## src/rtl/logic_tile_switch_box.sv

```systemverilog
// Logic tile (5-input LUT with optional output register) plus a 4x4 OR-crossbar
// switch box, both configured through a shared 32-bit word-addressed port.
module logic_tile_switch_box (
    input  logic        clock,
    input  logic        reset,
    input  logic        in1,
    input  logic        in2,
    input  logic        in3,
    input  logic        in4,
    input  logic        in5,
    output logic        out_lt,
    input  logic [3:0]  in_sb,
    output logic [3:0]  out_sb,
    input  logic        cfg_we,
    input  logic [1:0]  cfg_addr,
    input  logic [31:0] cfg_data,
    output logic [31:0] cfg_rdata
);

    localparam int unsigned LUT_W    = 32;
    localparam int unsigned IDX_W    = 5;
    localparam int unsigned SB_IN    = 4;
    localparam int unsigned SB_OUT   = 4;
    localparam int unsigned SB_CFG_W = SB_IN * SB_OUT;
    localparam int unsigned DATA_W   = 32;

    localparam logic [1:0] ADDR_LUT  = 2'd0;
    localparam logic [1:0] ADDR_MODE = 2'd1;
    localparam logic [1:0] ADDR_SB   = 2'd2;

    logic [LUT_W-1:0]    lut_mem;
    logic                mode;
    logic [SB_CFG_W-1:0] sb_cfg;
    logic                lut_q;
    logic [IDX_W-1:0]    lut_idx;
    logic                lut_val;

    // LUT lookup: in1 is the index LSB, in5 the MSB
    always_comb begin
        lut_idx = {in5, in4, in3, in2, in1};
        lut_val = lut_mem[lut_idx];
    end

    // Configuration registers and LUT output flop; reset wins over a write
    always_ff @(posedge clock) begin
        if (reset) begin
            lut_mem <= '0;
            mode    <= 1'b0;
            sb_cfg  <= '0;
            lut_q   <= 1'b0;
        end else begin
            // Captures the LUT value from the configuration in force before any same-edge write
            lut_q <= lut_val;
            if (cfg_we) begin
                case (cfg_addr)
                    ADDR_LUT:  lut_mem <= cfg_data;
                    ADDR_MODE: mode    <= cfg_data[0];
                    ADDR_SB:   sb_cfg  <= cfg_data[SB_CFG_W-1:0];
                    default:   ;
                endcase
            end
        end
    end

    // Tile output: bypass (combinational) or registered LUT value
    always_comb begin
        out_lt = mode ? lut_q : lut_val;
    end

    // Crossbar: output i ORs every input j whose enable bit sb_cfg[4*i+j] is set
    always_comb begin
        out_sb = '0;
        for (int unsigned i = 0; i < SB_OUT; i++) begin
            for (int unsigned j = 0; j < SB_IN; j++) begin
                out_sb[i] = out_sb[i] | (in_sb[j] & sb_cfg[SB_IN*i + j]);
            end
        end
    end

    // Zero-extended readback; the reserved word reads as zero
    always_comb begin
        cfg_rdata = '0;
        case (cfg_addr)
            ADDR_LUT:  cfg_rdata = lut_mem;
            ADDR_MODE: cfg_rdata = DATA_W'(mode);
            ADDR_SB:   cfg_rdata = DATA_W'(sb_cfg);
            default:   cfg_rdata = '0;
        endcase
    end

endmodule

```

## config.mk

```make
export PLATFORM = sky130hd
export DESIGN_NAME = logic_tile_switch_box
export DESIGN_NICKNAME = d
export VERILOG_FILES = /design/src/rtl/logic_tile_switch_box.sv
export SDC_FILE = /design/constraint.sdc
export NUM_CORES = 1
export LEC_CHECK = 0
export ABC_AREA = 0
export CORE_AREA = 4 4 77 79
export DETAILED_ROUTE_END_ITERATION = 7
export DIE_AREA = 0 0 81 83
export HOLD_SLACK_MARGIN = 0.15
export PLACE_DENSITY = 0.8
export REMOVE_ABC_BUFFERS = 1
export SETUP_SLACK_MARGIN = 0.5
export SYNTH_ARGS = -nofsm -noshare
export SYNTH_HDL_FRONTEND = slang
export SYNTH_SLANG_ARGS = --single-unit
export TNS_END_PERCENT = 10
```

## constraint.sdc

```tcl
create_clock -name clock -period 3.4 [get_ports clock]
set_input_delay 0.34 -clock clock [delete_from_list [all_inputs] [get_ports clock]]
set_output_delay 0.34 -clock clock [all_outputs]
set_load 0.02 [all_outputs]
```

== After elaboration in Yosys (flattened, before gate mapping) ==
Index checks and enable logic that the tools add are counted.
W data, S select, Z words.
Operators by class
  $lt $le $gt $ge: 1
  equality and inequality tests: 2
  mux-type cells: 4
  bitwise operators: 28
  reductions and logical operators: 4
Operators with widths (number)
  $pmux W32 S3: 1
  $and A1 B1 Y1: 16
  $or A1 B1 Y1: 12
  $lt A5 B6 Y1 const B: 1
  $reduce_and A2 Y1: 3
  $bmux W1 S5: 1
  $eq A2 B1 Y1 const B: 1
  $eq A2 B2 Y1 const B: 1
  $logic_not A2 Y1: 1
  $mux W1: 2
Storage, ports and cells
  flip-flop bits (word level): 50
  input bits: 46
  output and inout bits: 37
  logic and storage cells: 43

== Longest topological paths before layout ==
  depth in word-level cells: 4
  mapped depth: 7
  gate-level depth less buffers: 5

== Worst setup path before layout ==
No wires, ideal clock.
  kind: input port to output port
  start: input in2
  end: output out_lt
  arrival: 1.642 ns
  required time: 3.060 ns
  setup slack: 1.418 ns
  stages: 6
  buffers on the path: 1
  cells stage by stage: buf_6 > mux2i_1 > a22o_1 > a2111oi_4 > a22oi_2 > a31oi_1
On the way
  cells in the longest elaborated chain, start to end: 3
Ends and longest elaborated chain
  start: declaration: RTL line 7  | input logic in2,
  $bmux W1 S5: RTL line 41  | lut_val = lut_mem[lut_idx];
  $mux W1 (not written as such): RTL line 41
  $mux W1: RTL line 67  | out_lt = mode ? lut_q : lut_val;
  end: declaration: RTL line 11  | output logic out_lt,
Every way passes these cells. The select of a mux whose other input is x is not followed.

== Worst setup path after layout ==
  start: input cfg_addr[1]
  end: output cfg_rdata[30]
On the way
  cells in the longest elaborated chain, start to end: 2
  elaborated cells between the ends (all ways): 4
Ends and longest elaborated chain
  start: declaration: RTL line 15  | input logic [1:0] cfg_addr,
  $eq A2 B2 Y1 (tied with other cells): RTL line 83  | case (cfg_addr)
  $pmux W32 S3 *: RTL line 83
  end: declaration: RTL line 17  | output logic [31:0] cfg_rdata
Mark *: on every way between the ends. The rest lies on a longest branch, timed or not.

==> insert_results.sql <==
INSERT INTO impl_metrics (metric_group, metric, value, unit) VALUES
('outcome', 'outcome', 'finished clean', ''),
('worst_setup_path', 'cp.required', '3060', 'ps'),
('pwr', 'p_leak', '1.31', 'nW'),
('cells_and_area', 'area_delta_synth_final', '38.6', '%'),
('worst_setup_path', 'worstReg2RegEnd', 'lut_q', ''),
('cells_and_area', 'design_area_final', '0.00348', 'mm^2'),
('route', 'drt-vias-per-instance', '5.26', ''),
('route', 'wl_per_cell', '15.1', 'um'),
('logic_synthesis', 'part_of_the_yosys_area_used_for_sequential_elements', '0.399', ''),
('timing', 'slew_viol_final', '0', ''),
('placed_design', 'dp_hpwl', '5300', 'um'),
('cells_and_area', 'nNetsFinal', '451', ''),
('timing', 'unrepaired_setup_endpoints_after_global_routing', 'false', ''),
('pwr', 'power.share.clock', '0.301', ''),
('floorplan', 'start_util', '0.470', ''),
('worst_setup_path', 'path_class', 'in2out', ''),
('worst_setup_path', 'regToRegStartpoint', 'lut_mem[7]', ''),
('route', 'route.final.wire_length', '7200', 'um'),
('worst_setup_path', 'rrSetupSlack', '2010', 'ps'),
('logic_synthesis', 'yosysUniqueCellTypes', '22', ''),
('clock_tree', 'cts-htree-levels', '2', ''),
('global_route', 'grt_usage', '0.221', ''),
('timing', 'part_of_the_cycle_the_worst_path_needs', '0.766', ''),
('logic_synthesis', 'synth_warnings', '0', ''),
('pwr', 'netSwitchingFraction', '0.266', ''),
('floorplan', 'dieArea', '0.00672', 'mm^2'),
('global_route', 'antenna_found_initial', '0', ''),
('route', 'detail_route.iter0.violations', '163', ''),
('route', 'detail_route.drc_violations', '0', ''),
('logic_synthesis', 'postSynthRegisterBits', '50', ''),
('logic_synthesis', 'mappedNetlistArea', '0.00251', 'mm^2'),
('logic_synthesis', 'syn_inst', '329', ''),
('worst_setup_path', 'worst-path-max-fanout', '18', ''),
('floorplan', 'ioPinCount', '83', ''),
('pwr', 'peakVddDrop', '0.240', 'mV'),
('global_route', 'grt_max_degree', '51', ''),
('pwr', 'power.density', '344', 'mW/mm^2'),
('route', 'detail-route-antenna-nets', '0', ''),
('cells_and_area', 'most-common-layout-cells', 'sky130_fd_sc_hd__nand2_1, sky130_fd_sc_hd__clkdlybuf4s50_1, sky130_fd_sc_hd__a21oi_1, sky130_fd_sc_hd__dfxtp_1, sky130_fd_sc_hd__mux2i_1', ''),
('floorplan', 'rows', '27', ''),
('floorplan', 'die_height', '83', 'um'),
('timing', 'slew_headroom', '0.593', ''),
('clock_tree', 'cts_hold_buffers_added', '0', ''),
('worst_setup_path', 'worstSetupEndpoint', 'cfg_rdata[30]', ''),
('run', 'max-cap-violations', '0', ''),
('cells_and_area', 'layout_commonest_cell', 'sky130_fd_sc_hd__nand2_1', ''),
('clock_tree', 'clock_path_buffers', '2', ''),
('placed_design', 'postPlaceCellArea', '0.00338', 'mm^2'),
('worst_setup_path', 'timing.critical_path.to_type', 'output pin', ''),
('clock_tree', 'ctsRootBufferMaster', 'sky130_fd_sc_hd__clkbuf_8', ''),
('timing', 'final.setup.tns', '0', 'ps'),
('route', 'detail_route.first_pass.iterations', '4', ''),
('timing', 'post-route-min-period', '2610', 'ps'),
('placed_design', 'place_congestion', '0.830', ''),
('cells_and_area', 'drive_gt1_frac', '0.0542', ''),
('floorplan', 'placeableCoreArea', '0.00534', 'mm^2'),
('timing', 'timing.final.setup_violations', '0', ''),
('timing', 'timing_worst_slew_pin_value', '610', 'ps'),
('clock_tree', 'tritoncts', 'yes', ''),
('cells_and_area', 'n_antenna_cell', '0', ''),
('cells_and_area', 'regArea', '0.00100', 'mm^2'),
('worst_setup_path', 'cp-startpoint', 'cfg_addr[1]', ''),
('logic_synthesis', 'postSynthAreaPerCell', '7.63', 'um^2'),
('pwr', 'share_comb_of_total_power', '0.180', ''),
('floorplan', 'die_w', '81', 'um'),
('worst_setup_path', 'critical_path_arrival', '2270', 'ps'),
('route', 'via_count_of_the_routed_design', '2516', ''),
('clock_tree', 'cts_made_buffers', '5', ''),
('timing', 'finalClockSkew', '5.49', 'ps'),
('worst_setup_path', 'timing.reg2reg.worst_path_depth', '5', ''),
('clock_tree', 'numClockSinks', '50', '');
-- flip-flops by register name, summed over array words and instances, names as in the netlist --
| register | flops |
|---|---|
| lut_mem | 32 |
| sb_cfg | 16 |
| lut_q | 1 |
| mode | 1 |
-- per-layer routing --
metal	GRT usage	vias to the layer above	routed length [um]
met5	0	-	0
met2	0.363	71	3600
met1	0.282	1180	3080
met4	0.0876	0	185
met3	0.0380	15	321
li1	-	1250	-
-- synth_stat cells --
cell,count,area [um^2]
sky130_fd_sc_hd__a2111oi_4,1,27.5
sky130_fd_sc_hd__mux2i_1,32,320
sky130_fd_sc_hd__buf_2,5,25.0
sky130_fd_sc_hd__and4b_1,2,20.0
sky130_fd_sc_hd__a22oi_1,11,82.6
sky130_fd_sc_hd__nor2_1,19,71.3
sky130_fd_sc_hd__clkbuf_1,14,52.6
sky130_fd_sc_hd__nor2b_1,3,18.8
sky130_fd_sc_hd__a21oi_1,51,255
sky130_fd_sc_hd__and2_1,18,113
sky130_fd_sc_hd__o21ai_0,1,5.00
sky130_fd_sc_hd__a31oi_1,1,6.26
sky130_fd_sc_hd__mux2i_2,1,13.8
sky130_fd_sc_hd__buf_4,2,15.0
sky130_fd_sc_hd__a22o_1,2,17.5
sky130_fd_sc_hd__a22oi_2,1,12.5
sky130_fd_sc_hd__inv_1,1,3.75
sky130_fd_sc_hd__buf_6,2,22.5
sky130_fd_sc_hd__nor2_2,1,6.26
sky130_fd_sc_hd__nand2_1,110,413
sky130_fd_sc_hd__dfxtp_1,50,1000
sky130_fd_sc_hd__and2_0,1,6.26
-- through the flow --
stage,setup slack (ps),power (mW),hold WS [ps],utilization,cells
2_1_floorplan,1500,0.715,409,-,306
3_3_place_gp,523,0.845,458,0.633,470
3_5_place_dp,500,0.849,463,0.633,470
6_report,794,1.20,476,0.651,478
5_1_grt,653,1.24,495,0.651,478
4_1_cts,505,1.21,476,0.651,478
-- cell families after synthesis --
| kind of cell | share of synthesized area |
|---|---|
| mux | 0.133 |
| buf+inv | 0.0474 |
| flops | 0.399 |
| compound gates | 0.162 |
| simple gates | 0.258 |
-- repair_timing --
item / 4_1_cts / 5_1_grt
hold endpoints to repair: 0 / 0
resized for setup: 0 / 1
setup endpoints to repair: 0 / 1
-- power groups by stage --
stage	combinational, mW	clock [mW]	sequential, mW
after floorplan	0.0861	0	0.629
after global placement	0.211	0	0.635
after detailed placement	0.215	0	0.635
after CTS	0.216	0.369	0.621
after global routing	0.233	0.386	0.624
final	0.215	0.360	0.621
-- critical path: stages --
cell	delay, ps
sky130_fd_sc_hd__clkdlybuf4s50_1	420
sky130_fd_sc_hd__buf_4	190
sky130_fd_sc_hd__nor2_2	470
sky130_fd_sc_hd__and2_1	210
sky130_fd_sc_hd__clkdlybuf4s50_1	630
-- how the worst min path moves through the flow --
stage          slack [ps]  depth (start not counted)        start           to
3_5_place_dp          460                          2    sb_cfg[1]    sb_cfg[1]
3_3_place_gp          460                          2  lut_mem[17]  lut_mem[17]
6_report              480                          2    sb_cfg[1]    sb_cfg[1]
5_1_grt               500                          2    sb_cfg[1]    sb_cfg[1]
2_1_floorplan         410                          1        reset   lut_mem[0]
4_1_cts               480                          2    sb_cfg[1]    sb_cfg[1]
-- area by class of cell --
type | count | area share
clock buffer | 6 | 0.0237
clock inverter | 2 | 0.00360
inverter | 1 | 0.00108
multi-input combinational | 255 | 0.399
sequential | 50 | 0.288
tap | 72 | 0.0259
timing repair buffer | 92 | 0.258
Power figures use the tool's default switching activity.
